[src/rtl/reg_arb_pkg.sv]
// Shared types and constants for the register-bank write arbiter.
// Holds the FSM encoding, counter widths and default configuration.
package reg_arb_pkg;

  typedef enum logic {
    ST_IDLE  = 1'b0,
    ST_CLEAR = 1'b1
  } state_e;

  localparam int unsigned WR_COUNT_W         = 16;
  localparam int unsigned CLR_CNT_W          = 4;
  localparam int unsigned DEFAULT_N_REQ      = 4;
  localparam int unsigned DEFAULT_WIDTH      = 8;
  localparam int unsigned DEFAULT_CLR_CYCLES = 2;

  // Index width for a requester count; never below one bit.
  function automatic int unsigned idx_width(input int unsigned n);
    return (n <= 2) ? 1 : $clog2(n);
  endfunction

endpackage

[src/rtl/rr_pick.sv]
// Combinational round-robin picker: first set request searching upward from ptr_i + 1,
// wrapping modulo N_REQ.
module rr_pick
  import reg_arb_pkg::*;
#(
  parameter int unsigned N_REQ = DEFAULT_N_REQ,
  parameter int unsigned IDX_W = idx_width(DEFAULT_N_REQ)
) (
  input  logic [N_REQ-1:0] req_i,
  input  logic [IDX_W-1:0] ptr_i,
  output logic [N_REQ-1:0] pick_o,
  output logic [IDX_W-1:0] idx_o,
  output logic             valid_o
);

  int unsigned      cand;
  logic [IDX_W-1:0] cand_idx;

  always_comb begin
    pick_o   = '0;
    idx_o    = '0;
    valid_o  = 1'b0;
    cand     = 0;
    cand_idx = '0;
    // The current holder is visited last, so it is re-granted only when alone.
    for (int unsigned k = 1; k <= N_REQ; k++) begin
      cand     = (32'(ptr_i) + k) % N_REQ;
      cand_idx = IDX_W'(cand);
      if (!valid_o && req_i[cand_idx]) begin
        valid_o         = 1'b1;
        pick_o[cand_idx] = 1'b1;
        idx_o           = cand_idx;
      end
    end
  end

endmodule

[src/rtl/reg_write_arbiter.sv]
// Round-robin write arbiter and clear sequencer for an enable-gated flop bank.
// Define REG_ARB_CLEAR_EN to build the CLEAR state and ff_reset_n sequencing.
module reg_write_arbiter
  import reg_arb_pkg::*;
#(
  parameter int unsigned N_REQ      = DEFAULT_N_REQ,
  parameter int unsigned WIDTH      = DEFAULT_WIDTH,
  parameter int unsigned CLR_CYCLES = DEFAULT_CLR_CYCLES
) (
  input  logic                   clk_i,
  input  logic                   a_reset_i,
  input  logic [N_REQ-1:0]       req_i,
  input  logic [N_REQ*WIDTH-1:0] wdata_i,
  input  logic                   clr_req_i,
  output logic [N_REQ-1:0]       gnt_o,
  output logic [WIDTH-1:0]       ff_d_o,
  output logic                   ff_enable_n_o,
  output logic                   ff_reset_n_o,
  output logic                   busy_o,
  output logic [WR_COUNT_W-1:0]  wr_count_o
);

  localparam int unsigned IDX_W = idx_width(N_REQ);

  state_e                  state_q, state_d;
  logic [IDX_W-1:0]        ptr_q, ptr_d;
  logic [N_REQ-1:0]        gnt_q, gnt_d;
  logic [WIDTH-1:0]        ff_d_q, ff_d_d;
  logic                    en_n_q, en_n_d;
  logic [WR_COUNT_W-1:0]   cnt_q, cnt_d;

  logic [N_REQ-1:0]        pick_oh;
  logic [IDX_W-1:0]        pick_idx;
  logic                    pick_valid;
  logic [WIDTH-1:0]        pick_data;

`ifdef REG_ARB_CLEAR_EN
  logic [CLR_CNT_W-1:0]    clr_cnt_q, clr_cnt_d;
  logic                    rst_n_q, rst_n_d;
  logic                    busy_q, busy_d;
`else
  logic                    unused_cfg;
  assign unused_cfg = ^{clr_req_i, CLR_CNT_W'(CLR_CYCLES)};
`endif

  rr_pick #(
    .N_REQ (N_REQ),
    .IDX_W (IDX_W)
  ) u_rr_pick (
    .req_i   (req_i),
    .ptr_i   (ptr_q),
    .pick_o  (pick_oh),
    .idx_o   (pick_idx),
    .valid_o (pick_valid)
  );

  // One-hot data mux keeps slice indices constant.
  always_comb begin
    pick_data = '0;
    for (int unsigned i = 0; i < N_REQ; i++) begin
      if (pick_oh[i]) begin
        pick_data = pick_data | wdata_i[i*WIDTH +: WIDTH];
      end
    end
  end

  always_comb begin
    state_d   = state_q;
    ptr_d     = ptr_q;
    gnt_d     = '0;
    ff_d_d    = ff_d_q;
    en_n_d    = 1'b1;
    cnt_d     = cnt_q;
`ifdef REG_ARB_CLEAR_EN
    clr_cnt_d = clr_cnt_q;
    rst_n_d   = 1'b1;
    busy_d    = 1'b0;
`endif
    unique case (state_q)
      ST_IDLE: begin
`ifdef REG_ARB_CLEAR_EN
        // Clear wins over any request sampled on the same edge.
        if (clr_req_i) begin
          state_d   = ST_CLEAR;
          clr_cnt_d = CLR_CNT_W'(CLR_CYCLES - 1);
          rst_n_d   = 1'b0;
          busy_d    = 1'b1;
        end else
`endif
        if (pick_valid) begin
          gnt_d  = pick_oh;
          ff_d_d = pick_data;
          en_n_d = 1'b0;
          ptr_d  = pick_idx;
          cnt_d  = cnt_q + 1'b1;
        end
      end
`ifdef REG_ARB_CLEAR_EN
      ST_CLEAR: begin
        if (clr_cnt_q == '0) begin
          state_d = ST_IDLE;
        end else begin
          clr_cnt_d = clr_cnt_q - 1'b1;
          rst_n_d   = 1'b0;
          busy_d    = 1'b1;
        end
      end
`endif
      default: state_d = ST_IDLE;
    endcase
  end

  always_ff @(posedge clk_i or posedge a_reset_i) begin
    if (a_reset_i) begin
      state_q   <= ST_IDLE;
      ptr_q     <= IDX_W'(N_REQ - 1);
      gnt_q     <= '0;
      ff_d_q    <= '0;
      en_n_q    <= 1'b1;
      cnt_q     <= '0;
`ifdef REG_ARB_CLEAR_EN
      clr_cnt_q <= '0;
      rst_n_q   <= 1'b1;
      busy_q    <= 1'b0;
`endif
    end else begin
      state_q   <= state_d;
      ptr_q     <= ptr_d;
      gnt_q     <= gnt_d;
      ff_d_q    <= ff_d_d;
      en_n_q    <= en_n_d;
      cnt_q     <= cnt_d;
`ifdef REG_ARB_CLEAR_EN
      clr_cnt_q <= clr_cnt_d;
      rst_n_q   <= rst_n_d;
      busy_q    <= busy_d;
`endif
    end
  end

  assign gnt_o         = gnt_q;
  assign ff_d_o        = ff_d_q;
  assign ff_enable_n_o = en_n_q;
  assign wr_count_o    = cnt_q;
`ifdef REG_ARB_CLEAR_EN
  assign ff_reset_n_o  = rst_n_q;
  assign busy_o        = busy_q;
`else
  assign ff_reset_n_o  = 1'b1;
  assign busy_o        = 1'b0;
`endif

endmodule

[config.mk]
export PLATFORM = sky130hd
export DESIGN_NAME = reg_write_arbiter
export DESIGN_NICKNAME = d
export VERILOG_FILES = /design/src/rtl/reg_arb_pkg.sv /design/src/rtl/rr_pick.sv /design/src/rtl/reg_write_arbiter.sv
export SDC_FILE = /design/constraint.sdc
export NUM_CORES = 1
export LEC_CHECK = 0
export CORE_MARGIN = 5
export CORE_UTILIZATION = 30
export CTS_CLUSTER_SIZE = 25
export DETAILED_ROUTE_END_ITERATION = 12
export PLACE_DENSITY = 0.72
export REMOVE_ABC_BUFFERS = 1
export SETUP_SLACK_MARGIN = 0.02
export SYNTH_ARGS = -nofsm -noshare
export SYNTH_HDL_FRONTEND = slang
export SYNTH_HIERARCHICAL = 1
export SYNTH_SLANG_ARGS = --single-unit
[constraint.sdc]
create_clock -name clk_i -period 2.49 [get_ports clk_i]
set_input_delay 0.6225 -clock clk_i [delete_from_list [all_inputs] [get_ports clk_i]]
set_output_delay 0.6225 -clock clk_i [all_outputs]
set_load 0.02 [all_outputs]
==> Word level (Yosys, flattened, before mapping) <==
Index checks and enable logic that the tools add are counted.
{ "totals": {"ff_bits": 31, "in_bits": 39, "output_inout_bits": 31, "wordCells": 68} }
{ "op_classes": {"add_sub_neg": 5, "order_cmp": 8, "n_mux": 34, "n_bitwise": 6, "n_reduce_logical": 10} }
{ "ops": {"columns": ["cell", "n"], "rows": [
  ["$mux W8", 4],
  ["$or A8 B8 Y8", 3],
  ["$mux W4", 5],
  ["$add A16 B1 Y16 const B", 1],
  ["$mux W1", 13],
  ["$lt A2 B3 Y1 const B", 4],
  ["$or A4 B4 Y4", 3],
  ["$bmux W1 S2", 4],
  ["$demux W1 S2", 4],
  ["$ge A2 B1 Y1 const B", 4],
  ["$mux W2", 4],
  ["$logic_and A1 B1 Y1", 7],
  ["$add A2 B1 Y2 const B", 2],
  ["$add A2 B2 Y2 const B", 2],
  ["$logic_not A1 Y1", 3]
]} }

==> Depth between registers and ports, before layout <==
{ "depth": {"word_depth": 20, "ltp_mapped": 11, "depth_no_buf": 8} }

==> Modules after synthesis <==
The synthesis kept the hierarchy.
{ "by_module_without_submodules": {"columns": ["mod", "n_inst", "cells_per_inst", "area_per_inst_um2", "seq_area_each_um2"], "rows": [
  ["reg_write_arbiter", 1, 122, 1373.8, 779.5],
  ["rr_pick", 1, 68, 525.5, 0.0]
]} }

==> Least setup slack after synthesis <==
Ideal clock, no wire load.
{ "synth_path": {"path_kind": "register to register", "start": "reg ptr_q[0]", "end": "reg ff_d_q[0], in the netlist ff_d_o[0]", "setup_time_ns": 0.140, "arrival_ns": 2.316, "required_ns": 2.350, "setup_slack_ns": 0.034, "path_stages_with_launch": 11, "path_buffers": 3, "synth_period_minus_slack_ns": 2.456, "cell_sequence": "dfstp_2 -> buf_4 -> inv_2 -> ha_1 -> buf_6 -> mux2i_4 -> o21ai_1 -> a221o_1 -> clkbuf_1 -> a22oi_1 -> a31oi_1"} }
{ "synth_between": {"word_cells_on_any_way": 56, "classes_between": "4 x add/sub; 8 x order compare; 28 x mux; 6 x bitwise; 10 x reduce/logical"} }
{ "synth_rtl": {"columns": ["element", "line_no", "source"], "rows": [
  ["start: declaration", "reg_write_arbiter.sv:26", "logic [IDX_W-1:0] ptr_q, ptr_d;"],
  ["start signal: assignment", "reg_write_arbiter.sv:116", "ptr_q <= IDX_W'(N_REQ - 1);"],
  ["start signal: assignment", "reg_write_arbiter.sv:128", "ptr_q <= ptr_d;"],
  ["parallel branches: the longest is 12 deep, another holds $lt A2 B3 Y1", null, null],
  ["$mux W4 *", "rr_pick.sv:29", "if (!valid_o && req_i[cand_idx]) begin"],
  ["via pick_oh[1]", "reg_write_arbiter.sv:32", "logic [N_REQ-1:0] pick_oh;"],
  ["$mux W8 *", "reg_write_arbiter.sv:61", "if (pick_oh[i]) begin"],
  ["$or A8 B8 Y8", "reg_write_arbiter.sv:62", "pick_data = pick_data | wdata_i[i*WIDTH +: WIDTH];"],
  ["$mux W8 *", "reg_write_arbiter.sv:61", null],
  ["$or A8 B8 Y8", "reg_write_arbiter.sv:62", null],
  ["$mux W8 *", "reg_write_arbiter.sv:61", null],
  ["end signal: assignment", "reg_write_arbiter.sv:118", "ff_d_q <= '0;"],
  ["end signal: assignment", "reg_write_arbiter.sv:130", "ff_d_q <= ff_d_d;"],
  ["end: declaration", "reg_write_arbiter.sv:28", "logic [WIDTH-1:0] ff_d_q, ff_d_d;"]
]} }
Mark *: on every way through the listed nets, which the timed path passes. The select of a mux whose other input is x is not followed.
A chain may end at the register's enable or synchronous reset.

==> Final worst setup path <==
{ "layout_path": {"start": "in req_i[2]", "end": "reg ff_d_q[1], in the netlist ff_d_o[1]"} }
{ "layout_between": {"word_cells_on_any_way": 32, "classes_between": "20 x mux; 6 x bitwise; 6 x reduce/logical"} }
{ "layout_rtl": {"columns": ["element", "line_no", "source"], "rows": [
  ["start: declaration", "reg_write_arbiter.sv:12", "input logic [N_REQ-1:0] req_i,"],
  ["$bmux W1 S2", "rr_pick.sv:29", null],
  ["$mux W1 (not written as such)", "rr_pick.sv:29", null],
  ["$mux W1", "rr_pick.sv:29", null],
  ["$logic_not A1 Y1", "rr_pick.sv:29", null],
  ["$logic_and A1 B1 Y1", "rr_pick.sv:29", null],
  ["$mux W1", "rr_pick.sv:29", null],
  ["$logic_not A1 Y1", "rr_pick.sv:29", null],
  ["$logic_and A1 B1 Y1", "rr_pick.sv:29", null],
  ["$mux W1", "rr_pick.sv:29", null],
  ["$logic_not A1 Y1", "rr_pick.sv:29", null],
  ["$logic_and A1 B1 Y1", "rr_pick.sv:29", null],
  ["$mux W4 *", "rr_pick.sv:29", null],
  ["via pick_oh[2]", "reg_write_arbiter.sv:32", null],
  ["$mux W8 *", "reg_write_arbiter.sv:61", null],
  ["$or A8 B8 Y8", "reg_write_arbiter.sv:62", null],
  ["$mux W8 *", "reg_write_arbiter.sv:61", null]
]} }
The timed path passes the listed nets; every way through them passes the cells marked *. The select of a mux whose other input is x is not followed.

==> metrics.txt <==
Synth warnings=6; antenna cells=0; synth unique cells=between 40 and 50; Routed Antenna Nets=0; pwr dens=1220 mW/mm^2; router iterations before antenna repair=4; routed wire length=roughly 5400 microns; sequential share of the synthesized area=0.410; later-pin clock latency in the skew report=0.27 ns; Max FO, Critical Path=6; cts hold-fix bufs=0; Worst VDD drop=0.604 mV; via-per-instance ratio=4.87; WL/cell=14.8 microns; die width=about 90 microns; MaxCap Viol Count=0; Tcrit/Tclk final=0.940; Root Buffer=clkbuf_8; Setup Skew=0.00117 ns; Layout area overhead=56.8%; CP endpoint kind=register; worst path arrival time=around 2.5 ns; ys async rst share=1.00; gr usage total=0.136; Worst-Margin Slew=0.587 ns; I/O pins=70; CTS tree=built; Slew HR=0.608; grt total ovfl=0; die area=0.00802 sq mm; Pleak=1.29 nW; Mapped Cells=between 150 and 200; f_max=427 MHz; global-route wire length before repair=~8500 microns; Hold Vio Cnt, Final=0; HP Class=reg -> reg; Initial Util=0.304; Final #Nets=332; crit start category=input port; chip height=89.6 microns; final core utilization=0.477; number of global-route vias before repair=about 1800; cells along the critical path=dlygate4sd2_1 -> mux4_2 -> a211oi_4 -> a221o_1 -> buf_4 -> a22oi_1 -> a31oi_1; Min Clock Period, post-route=2.34 ns; Post-synth EDFFs=0; critical path required time=around 2.7 ns; final worst slack=0.149 ns; status=completed; CTS Buffer Depth=2; Yosys reg bits=31; CTS HTree Levels=2; Place WS=-0.342 ns; initial antenna violation count=0; max-slew violations=0; CP peak stage delay=roughly 0.58 ns; 1st-iter DRT viols=50; CTS sink cnt=31; vias=1762; Post-synth top flop=dfrtp_1; RSZ-0062 raised after global routing=no; cts bufs inserted=5; PortBufs=66; Avg Synthesized Cell Area=10.0 sq um; Clk pin slew, worst setup/hold paths=0.07 ns; layout cells sized above 1=0.225; Cell Rows=29; RD Place Congestion=0.820; largest net degree at the start of global routing=28; synthesized area=0.00190 sq mm; post-detail-place hpwl=a little over 4000 microns; CP Class=in -> reg; drc violations=0; Final setup violation count=0; core footprint=0.00624 sq mm; Slowest-stage cell, CP=mux4_2
synthesized netlist by cell type, types with 2 or more instances:
cell / number / area share
a22oi_1: 16 / 0.063
a21boi_0: 2 / 0.0079
mux2i_1: 2 / 0.011
a21oi_1: 2 / 0.0053
mux2_2: 3 / 0.018
conb_1: 2 / 0.0040
o21ai_0: 2 / 0.0053
a221o_1: 4 / 0.021
dfrtp_1: 28 / 0.37
o21ai_1: 5 / 0.013
dfstp_2: 3 / 0.042
clkbuf_1: 4 / 0.0079
a31oi_1: 9 / 0.030
nand2_1: 20 / 0.040
ha_1: 9 / 0.059
buf_6: 3 / 0.018
and2_1: 4 / 0.013
and3_1: 3 / 0.0099
nand4_1: 2 / 0.0066
nor2_1: 15 / 0.030
inv_1: 5 / 0.0099
buf_4: 4 / 0.016
xnor2_1: 10 / 0.046
nand3_1: 5 / 0.013
nor3_1: 3 / 0.0079
xor2_1: 5 / 0.023
state kept, by name, summed over array words and instances (netlist names):
signal         flops
ptr_q              2
wr_count_o        16
ff_d_o             8
gnt_o              4
ff_enable_n_o      1
worst max-delay path: cells and delay by family:
kind | cells | cell delay (ns)
compound gates | 4 | 0.88
mux | 1 | 0.58
buf+inv | 2 | 0.45
where the power goes:
group / internal [mW] / leakage [nW] / switching [mW]
Clock: 0.251 / 0.0505 / 0.193
Sequential: 0.701 / 0.390 / 0.158
Combinational: 1.19 / 0.850 / 1.14
cells in the final DEF (no fill, tap or decap), types with 3 or more instances in the layout:
cell type and n:
a221o_1 4, a22oi_1 13, a22oi_2 3, a31oi_1 9
and2_1 4, and3_1 3, buf_4 30, buf_6 3
clkbuf_8 7, clkdlybuf4s50_1 62, dfrtp_1 28, dfstp_2 3
ha_1 8, inv_1 5, mux2_2 3, nand2_1 18
nand3_1 5, nor2_1 15, nor3_1 3, o21ai_1 5
xnor2_1 10, xor2_1 5
cell type report:
cell class,instances,area (sq um)
well taps,77,96.3
repair buffers,99,922
flip-flops and latches,31,779
clock buffers,7,96.3
fillers,605,3260
clock inverters,1,7.51
inverters,6,22.5
multi-input cells,141,1050
per-stage QoR:
| step | TNS [ns] | hold WS (ns) | power, mW | cells | cell area, sq um |
|---|---|---|---|---|---|
| after detailed placement | -3.15 | 0.472 | 3.06 | 352 | 2810 |
| after floorplan | -0.119 | 0.582 | 2.09 | 177 | 1810 |
| after global routing | 0 | 0.499 | 3.89 | 362 | 2980 |
| after global placement | -2.88 | 0.461 | 3.02 | 352 | 2810 |
| after CTS | 0 | 0.484 | 3.53 | 360 | 2920 |
| final | 0 | 0.472 | 3.63 | 362 | 2980 |
path summary, 6_finish.rpt:
| check | to | startpoint | slack, ns | cells past startpoint |
|---|---|---|---|---|
| setup / recovery | ff_d_o[1]$_DFFE_PP0P_ | req_i[2] | 0.15 | 7 |
| min in group asynchronous | wr_count_o[10]$_DFFE_PP0P_ | a_reset_i | 0.71 | 2 |
| max in group asynchronous | wr_count_o[1]$_DFFE_PP0P_ | a_reset_i | 1.12 | 3 |
| setup reg to reg | ff_d_o[1]$_DFFE_PP0P_ | ptr_q[0]$_DFFE_PP1P_ | 0.18 | 6 |
| hold reg to reg | wr_count_o[15]$_DFFE_PP0P_ | wr_count_o[15]$_DFFE_PP0P_ | 0.47 | 1 |
| hold / removal | wr_count_o[15]$_DFFE_PP0P_ | wr_count_o[15]$_DFFE_PP0P_ | 0.47 | 1 |
what timing repair did:
action / CTS / global route
buffers inserted: 0 / 1
gates cloned: 0 / 1
endpoints found under the setup margin: 8 / 8
pin swaps: 0 / 6
gates resized for setup: 4 / 11
cells by family after synthesis:
group / after synthesis / share of synthesized area
AND/OR/NAND/NOR: 59 / 0.154
adder cells (fa/ha/maj): 9 / 0.0593
multiplexers: 7 / 0.0520
XOR/XNOR: 15 / 0.0692
AO/OA/AOI/OAI: 48 / 0.193
flip-flops: 31 / 0.410
other: 2 / 0.00395
buffers and inverters: 19 / 0.0580
routing by layer:
layer	global-route usage	vias up	routed length, microns
met5	0	-	0
met4	0.0244	0	10
met3	0.0319	2	373
met2	0.243	58	2760
met1	0.167	830	2220
li1	-	872	-
(Power assumes the default switching activity.)
